<file path="src/rtl/branch_redirect_ctrl.sv">
// branch_redirect_ctrl: front-end redirect sequencer for taken branches and RET/RTI stack pops
//   in : clk, rst_n, ex_valid, btype[2:0], b_take, target_addr[AW], sp_in[AW], mem_ack, mem_rdata[AW]
//   out: busy, pc_load, pc_target[AW], flush_ifid, flush_idex, mem_req, mem_addr[AW], redirect_count[CNT_W]
module branch_redirect_ctrl #(
  parameter int AW           = 8,
  parameter int FLUSH_CYCLES = 2,
  parameter int CNT_W        = 16
) (
  input  logic             clk,
  input  logic             rst_n,
  input  logic             ex_valid,
  input  logic [2:0]       btype,
  input  logic             b_take,
  input  logic [AW-1:0]    target_addr,
  input  logic [AW-1:0]    sp_in,
  input  logic             mem_ack,
  input  logic [AW-1:0]    mem_rdata,
  output logic             busy,
  output logic             pc_load,
  output logic [AW-1:0]    pc_target,
  output logic             flush_ifid,
  output logic             flush_idex,
  output logic             mem_req,
  output logic [AW-1:0]    mem_addr,
  output logic [CNT_W-1:0] redirect_count
);
  localparam logic [1:0] IDLE    = 2'd0;
  localparam logic [1:0] RET_REQ = 2'd1;
  localparam logic [1:0] FLUSH   = 2'd2;
  localparam logic [3:0] FC_INIT = 4'(FLUSH_CYCLES - 1);
  logic [1:0]    state;
  logic [3:0]    fcnt;
  logic          accept;
  logic          redirect;
  logic [AW-1:0] new_pc;
  assign busy = state != IDLE;
  always_comb begin
    accept   = state == IDLE && ex_valid && b_take && btype != 3'b000;
    redirect = (accept && btype != 3'b111) || (state == RET_REQ && mem_ack);
    new_pc   = state == RET_REQ ? mem_rdata : target_addr;
  end
  always_ff @(posedge clk or negedge rst_n)
    if (!rst_n) begin
      state          <= IDLE;
      fcnt           <= '0;
      pc_load        <= 1'b0;
      pc_target      <= '0;
      flush_ifid     <= 1'b0;
      flush_idex     <= 1'b0;
      mem_req        <= 1'b0;
      mem_addr       <= '0;
      redirect_count <= '0;
    end else begin
      pc_load <= redirect;
      if (redirect) begin
        pc_target      <= new_pc;
        flush_ifid     <= 1'b1;
        flush_idex     <= 1'b1;
        fcnt           <= FC_INIT;
        redirect_count <= redirect_count + 1'b1;
        mem_req        <= 1'b0;
        state          <= FLUSH;
      end else if (accept) begin
        mem_addr <= sp_in;
        mem_req  <= 1'b1;
        state    <= RET_REQ;
      end else if (state == FLUSH) begin
        if (fcnt == 4'd0) begin
          flush_ifid <= 1'b0;
          flush_idex <= 1'b0;
          state      <= IDLE;
        end else fcnt <= fcnt - 1'b1;
      end
    end
endmodule

</file>
<file path="config.mk">
export PLATFORM = sky130hd
export DESIGN_NAME = branch_redirect_ctrl
export DESIGN_NICKNAME = d
export VERILOG_FILES = /design/src/rtl/branch_redirect_ctrl.sv
export SDC_FILE = /design/constraint.sdc
export NUM_CORES = 1
export LEC_CHECK = 0
export ABC_AREA = 1
export CORE_MARGIN = 4
export CORE_UTILIZATION = 47
export CTS_CLUSTER_DIAMETER = 100
export DETAILED_ROUTE_END_ITERATION = 12
export GPL_TIMING_DRIVEN = 1
export PLACE_DENSITY = 0.8
export SKIP_LAST_GASP = 1
export SLEW_MARGIN = 20
export SYNTH_ARGS = -nofsm -noshare
export SYNTH_HDL_FRONTEND = slang
export SYNTH_SLANG_ARGS = --single-unit
</file>
<file path="constraint.sdc">
create_clock -name clk -period 1.7 [get_ports clk]
set_clock_uncertainty 0.05 [all_clocks]
set_input_delay 0.34 -clock clk [delete_from_list [all_inputs] [get_ports clk]]
set_output_delay 0.34 -clock clk [all_outputs]
set_load 0.01 [all_outputs]
</file>
==> qor.txt, run 1 <==
Reg2reg end: redirect_count[12]$_DFFE_PN0P_
WP data required: 1310 ps
GRT overflow: 0
Max Cap Viol: 0
Design area: 0.003287 mm²
Post-Syn Area per Cell: 7.765 µm²
Die Y: 77.34 µm
Vias in the first global route: 2177
Sequential fraction of the synthesis area: 0.4540
Register area: 0.001032 mm²
Worst hold path type: flop to flop
Clk sinks: 41
Pre-CTS setup slack: -165.0 ps
Worst EP arrival: 1270 ps
Crit Path Class: flop to output pin
RSZ-0062 raised after global routing: no
Library cells used by synthesis: 27
Largest net degree at the start of global routing: 24
DRT antenna net count: 0
1st-pass router iterations: 4
Syn Nets: 326
HPWL after DPL: 4133 µm
Initial antenna violation count: 0
Actual slew at the worst max-slew pin: 461.0 ps
Antenna cell count: 0
Crit path capture: redirect_count[7]
Setup crit start kind: flop
Core area: 0.004504 mm²
Fin. max-slew vios: 0
Layout cells sized above 1: 0.1563
CTS Buf Count: 5
CP peak stage delay: 550 ps
R2r startpoint: redirect_count[0]$_DFFE_PN0P_
DR iter-0 viols: 125
Clk root buf: clkbuf_8
Fmax: 602.6 MHz
Worst reg2reg path depth: 9
CTS tree: done
Synthesized area: 0.002260 mm²
Sw power: 1.724 mW
DRC errors left: 0
Rows: 24
Critical Path End Type: output pin
Via density: 4.858
First-pass GRT wire length: 9390 µm
Area of the multi-input gates: 0.001081 mm²
DIE AREA: 0.005981 mm²
Sequential power share: 0.330
Number of synthesized register bits: 41
Clk pin slew, worst setup/hold paths: 80 ps
Crit path max fanout: 5
Design Power: 4.817 mW
Peak supply drop: 0.0008123 V
Worst setup path start: redirect_count[7]$_DFFE_PN0P_
Internal power: 3.093 mW
Clk network pwr share: 0.192
Sw Share: 0.3579
Pwr Density: 1465 mW/mm²
Hold Fails Final Rpt: 0
Final hold slack: 431.1 ps
Starting Density: 0.5017
Filler instances: 343
CTS H-tree depth: 2
Worst-skew pair later-pin latency: 290 ps
Area grow syn2layout: 45.46%
Synth warn: 0
Fin crit period: 1659 ps
Clock Tree Buf Depth: 2
Period utilization: 0.9761
Gr usage total: 0.1926
RePlAce Congestion: 0.8753
Via Count: 2118
Worst setup margin: 40.58 ps
Final net count: 418
Fin util: 0.7297
I/O Pins: 69
Die width: 77.34 µm
Status: finished, final reports clean
Combinational fraction of design power: 0.478
CP Depth: 1
Leakage: 1.583 nW
Placed cell areas: 0.003045 mm²
Port Buf Inserts: 68
Avg WL per Cell: 12.40 µm
Worst path bufs/invs: 1
WL final: 5407 µm
Crit-path leading delay family: buffers and inverters
Worst-path cell chain: clkdlybuf4s50_1
CP max-delay cell: clkdlybuf4s50_1
Final setup vio count: 0
Cells after Synth: 291
Slew margin rel.: 0.6927
Reg2reg setup slack: 130 ps
==> cells in the final DEF (no fill, tap or decap), drive strengths merged <==
cell type,instances
clkdlybuf4s50,65
nand3,21
inv,22
nand2,146
buf,23
nor3,3
ha,3
a21oi,1
dlygate4sd2,1
xnor2,5
clkinv,1
o21ai,12
dlymetal6s2s,1
bufinv,2
dfrtp,41
clkbuf,5
xor2,3
o21a,1
nand4,5
dlygate4sd3,1
nor2,22
==> stage by stage <==
stage,std cells,setup TNS [ps]
6_report,436,0
5_1_grt,436,0
4_1_cts,429,0
3_5_place_dp,415,-2885
3_3_place_gp,415,-909.0
2_1_floorplan,291,0
==> worst min-delay path by stage <==
stage                     slack, ps                      from  cells after the start                  endpoint
after CTS                       440  pc_target[6]$_DFFE_PN0P_                      2  pc_target[6]$_DFFE_PN0P_
after floorplan                  -6                     rst_n                      0       fcnt[0]$_DFFE_PN0P_
after global placement          260                     rst_n                      1       fcnt[0]$_DFFE_PN0P_
after detailed placement        260                     rst_n                      1       fcnt[0]$_DFFE_PN0P_
after global routing            480  pc_target[2]$_DFFE_PN0P_                      2  pc_target[2]$_DFFE_PN0P_
final                           430  pc_target[6]$_DFFE_PN0P_                      2  pc_target[6]$_DFFE_PN0P_
==> synth_stat cells, drive strengths merged <==
library cell  number  area, µm²
a21oi              1      5.000
buf                6      67.56
dfrtp             41       1026
ha                 3      37.54
inv               22      85.09
nand2            146      578.1
nand3             21      150.2
nand4              5      31.28
nor2              22      100.1
nor3               3      26.28
o21a               1      7.510
o21ai             12      75.07
xnor2              5      43.79
xor2               3      26.28
==> final cells by class <==
class                           instances  share of cell area
Clock buffer                            5             0.02094
Clock inverter                          3             0.01979
Inverter                               22             0.02589
Multi-Input combinational cell        222              0.3289
Sequential cell                        41              0.3140
Tap cell                               52             0.01979
Timing Repair Buffer                   91              0.2707
==> what timing repair did <==
item | 4_1_cts | 5_1_grt
setup buffers | 5 | 7
pin swaps | 0 | 0
endpoints found under the setup margin | 9 | 8
hold buffers | 1 | 0
hold endpoints to repair | 18 | 0
resized for setup | 5 | 2
==> power by group through the flow <==
stage | Clock (mW) | Combinational (mW) | Sequential, mW
floorplan | 0 | 1.01 | 1.75
global placement | 0 | 2.05 | 1.66
detailed placement | 0 | 2.12 | 1.67
CTS | 0.940 | 2.21 | 1.63
global route | 0.998 | 2.56 | 1.64
finish | 0.926 | 2.30 | 1.59
==> layer usage <==
metal,global-route usage,share of wire
met2,0.3221,0.47
met1,0.2349,0.43
met4,0.05694,0.010
met3,0.06829,0.085
met5,0,0
==> flip-flops by register name, summed over array words and instances (netlist names) <==
register        flops
fcnt                4
mem_addr            8
state               2
pc_target           8
pc_load             1
flush_idex          1
mem_req             1
redirect_count     16
==> cells by family after synthesis <==
group / count (synthesis) / synth area share
AO/OA/AOI/OAI: 14 / 0.03876
XOR/XNOR: 8 / 0.03101
adder cells (fa/ha/maj): 3 / 0.01661
buffers and inverters: 28 / 0.06755
flip-flops: 41 / 0.4540
AND/OR/NAND/NOR: 197 / 0.3920
No activity file was read; power rests on OpenSTA's default activity.
==> run 2, diff against run 1 <==
PLACE_DENSITY = 0.92   (was 0.8)
==> run 2 against run 1 <==
Net effect: final area down 0.49%; critical endpoint is now redirect_count[6]; count of clock-buffer cells in the layout up 2; non-clock buffer count up 1.
==> qor.txt, run 2 (synthesis results as in run 1) <==
Most frequent cells in the layout: nand2_1 (140), clkdlybuf4s50_1 (64), dfrtp_1 (35)
Crit-path leading delay family: buffers and inverters
Initial antenna violation count: 0
Final setup vio count: 0
Critical Path End Type: output pin
RSZ-0062 raised after global routing: no
Area grow syn2layout: 44.74%
CTS tree: done
1st-pass router iterations: 4
Worst-skew pair later-pin latency: 290 ps
Design Power: 4.618 mW
Period utilization: 0.9701
Largest register FFs: 16
Pre-CTS setup slack: -154.3 ps
Die Y: 77.34 µm
Placed cell count: 415
Starting Density: 0.5017
Worst hold path type: flop to flop
Worst EP arrival: 1260 ps
Hold Fails Final Rpt: 0
CTS Buf Count: 5
Avg WL per Cell: 12.90 µm
Status: finished, final reports clean
Crit Path Class: flop to output pin
Fin. max-slew vios: 0
HPWL after DPL: 4164 µm
Setup crit start kind: flop
CP Depth: 1
DR iter-0 viols: 107
WL final: 5639 µm
Worst-path cell chain: clkdlybuf4s50_1
Peak supply drop: 0.0008635 V
Max Cap Viol: 0
Crit path max fanout: 5
Die width: 77.34 µm
DRC errors left: 0
Worst setup margin: 50.85 ps
Sw power: 1.749 mW
Fin util: 0.7261
Gr usage total: 0.1933
Most flops, register: redirect_count
Core area: 0.004504 mm²
Hold path depth: 2
Leading cell type in the layout, fill and taps excluded: nand2_1
Port Buf Inserts: 68
Clk pin slew, worst setup/hold paths: 80 ps
Leakage: 1.582 nW
Sw Share: 0.3787
DIE AREA: 0.005981 mm²
CP peak stage delay: 550 ps
Slew margin rel.: 0.6962
I/O Pins: 69
RePlAce Congestion: 0.8371
Actual slew at the worst max-slew pin: 455.7 ps
Layout cells sized above 1: 0.1662
GRT overflow: 0
Antenna cell count: 0
Largest net degree at the start of global routing: 24
Clk sinks: 41
Internal power: 2.869 mW
Clk network pwr share: 0.154
Via density: 4.927
Final net count: 419
Regs by FF count: redirect_count (16), mem_addr (8), pc_target (8)
WP data required: 1310 ps
HP Start: pc_target[6]$_DFFE_PN0P_
CTS H-tree depth: 2
DRT antenna net count: 0
Fin crit period: 1649 ps
Rows: 24
Sequential power share: 0.349
Vias in the first global route: 2212
Pwr Density: 1412 mW/mm²
R2r startpoint: redirect_count[0]$_DFFE_PN0P_
Reg2reg end: redirect_count[8]$_DFFE_PN0P_
Filler instances: 353
Clk root buf: clkbuf_8
Worst reg2reg path depth: 8
Hold Path End: pc_target[6]$_DFFE_PN0P_
Combinational fraction of design power: 0.498
Via Count: 2153
CP max-delay cell: clkdlybuf4s50_1
Fmax: 606.4 MHz
Reg2reg setup slack: 150 ps
First-pass GRT wire length: 9466 µm
Worst path bufs/invs: 1
Clock Tree Buf Depth: 2
Cell Count, Final, Fillers Out: 437
run 2: changes by cell type in the layout (fill, tap and decap cells not counted), moves of 2 or more:
cell | previous run | this run
nor2_1 | 19 | 17
clkbuf_8 | 5 | 7
bufinv_16 | 2 | 0
nor2_2 | 1 | 3
run 2: area by class of cell:
cell class              count  area, µm²  share of cell area
multi-input cells         222       1086              0.3321
flip-flops and latches     41       1033              0.3160
repair buffers             92      899.6              0.2751
clock buffers               7      96.34             0.02946
inverters                  22      85.08             0.02601
well taps                  52      65.06             0.01989
clock inverters             1      5.005            0.001530
run 2: repair_timing:
item / 4_1_cts / 5_1_grt
gates resized for setup: 5 / 6
pin swaps: 0 / 0
hold endpoints to repair: 18 / 0
hold buffers: 1 / 0
setup endpoints to repair: 9 / 11
buffers inserted: 7 / 6
run 2: per-layer routing:
| metal | wire, µm | global-route usage | part of all wire | vias up |
|---|---|---|---|---|
| met2 | 2805 | 0.3454 | 0.50 | 68 |
| met3 | 450 | 0.06481 | 0.080 | 4 |
| met1 | 2335 | 0.2222 | 0.41 | 995 |
| li1 | - | - | - | 1086 |
| met4 | 46 | 0.04982 | 0.0082 | 0 |
| met5 | 0 | 0 | 0 | - |
run 2: metrics by stage:
stage / instance area (µm²) / hold WS, ps / TNS [ps]
floorplan: 2260 / -5.591 / 0
global placement: 3045 / 266.7 / -1298
detailed placement: 3045 / 266.4 / -3261
CTS: 3213 / 441.2 / 0
global route: 3271 / 463.4 / 0
finish: 3271 / 433.3 / 0
run 2: worst max path at each step:
stage                                   startpoint                              to  slack (ps)
CTS                 redirect_count[13]$_DFFE_PN0P_              redirect_count[13]         0.3
global placement                          btype[0]             fcnt[2]$_DFFE_PN0P_         -60
global route         redirect_count[1]$_DFFE_PN0P_               redirect_count[1]           7
finish               redirect_count[6]$_DFFE_PN0P_               redirect_count[6]          50
floorplan            redirect_count[0]$_DFFE_PN0P_  redirect_count[12]$_DFFE_PN0P_         280
detailed placement                        btype[0]             fcnt[2]$_DFFE_PN0P_        -150
run 2: power by group through the flow:
stage | clock, mW | sequential [mW] | combinational [mW]
floorplan | 0 | 1.75 | 1.01
global placement | 0 | 1.65 | 2.06
detailed placement | 0 | 1.66 | 2.14
CTS | 0.725 | 1.62 | 2.25
global route | 0.759 | 1.66 | 2.52
finish | 0.710 | 1.61 | 2.30
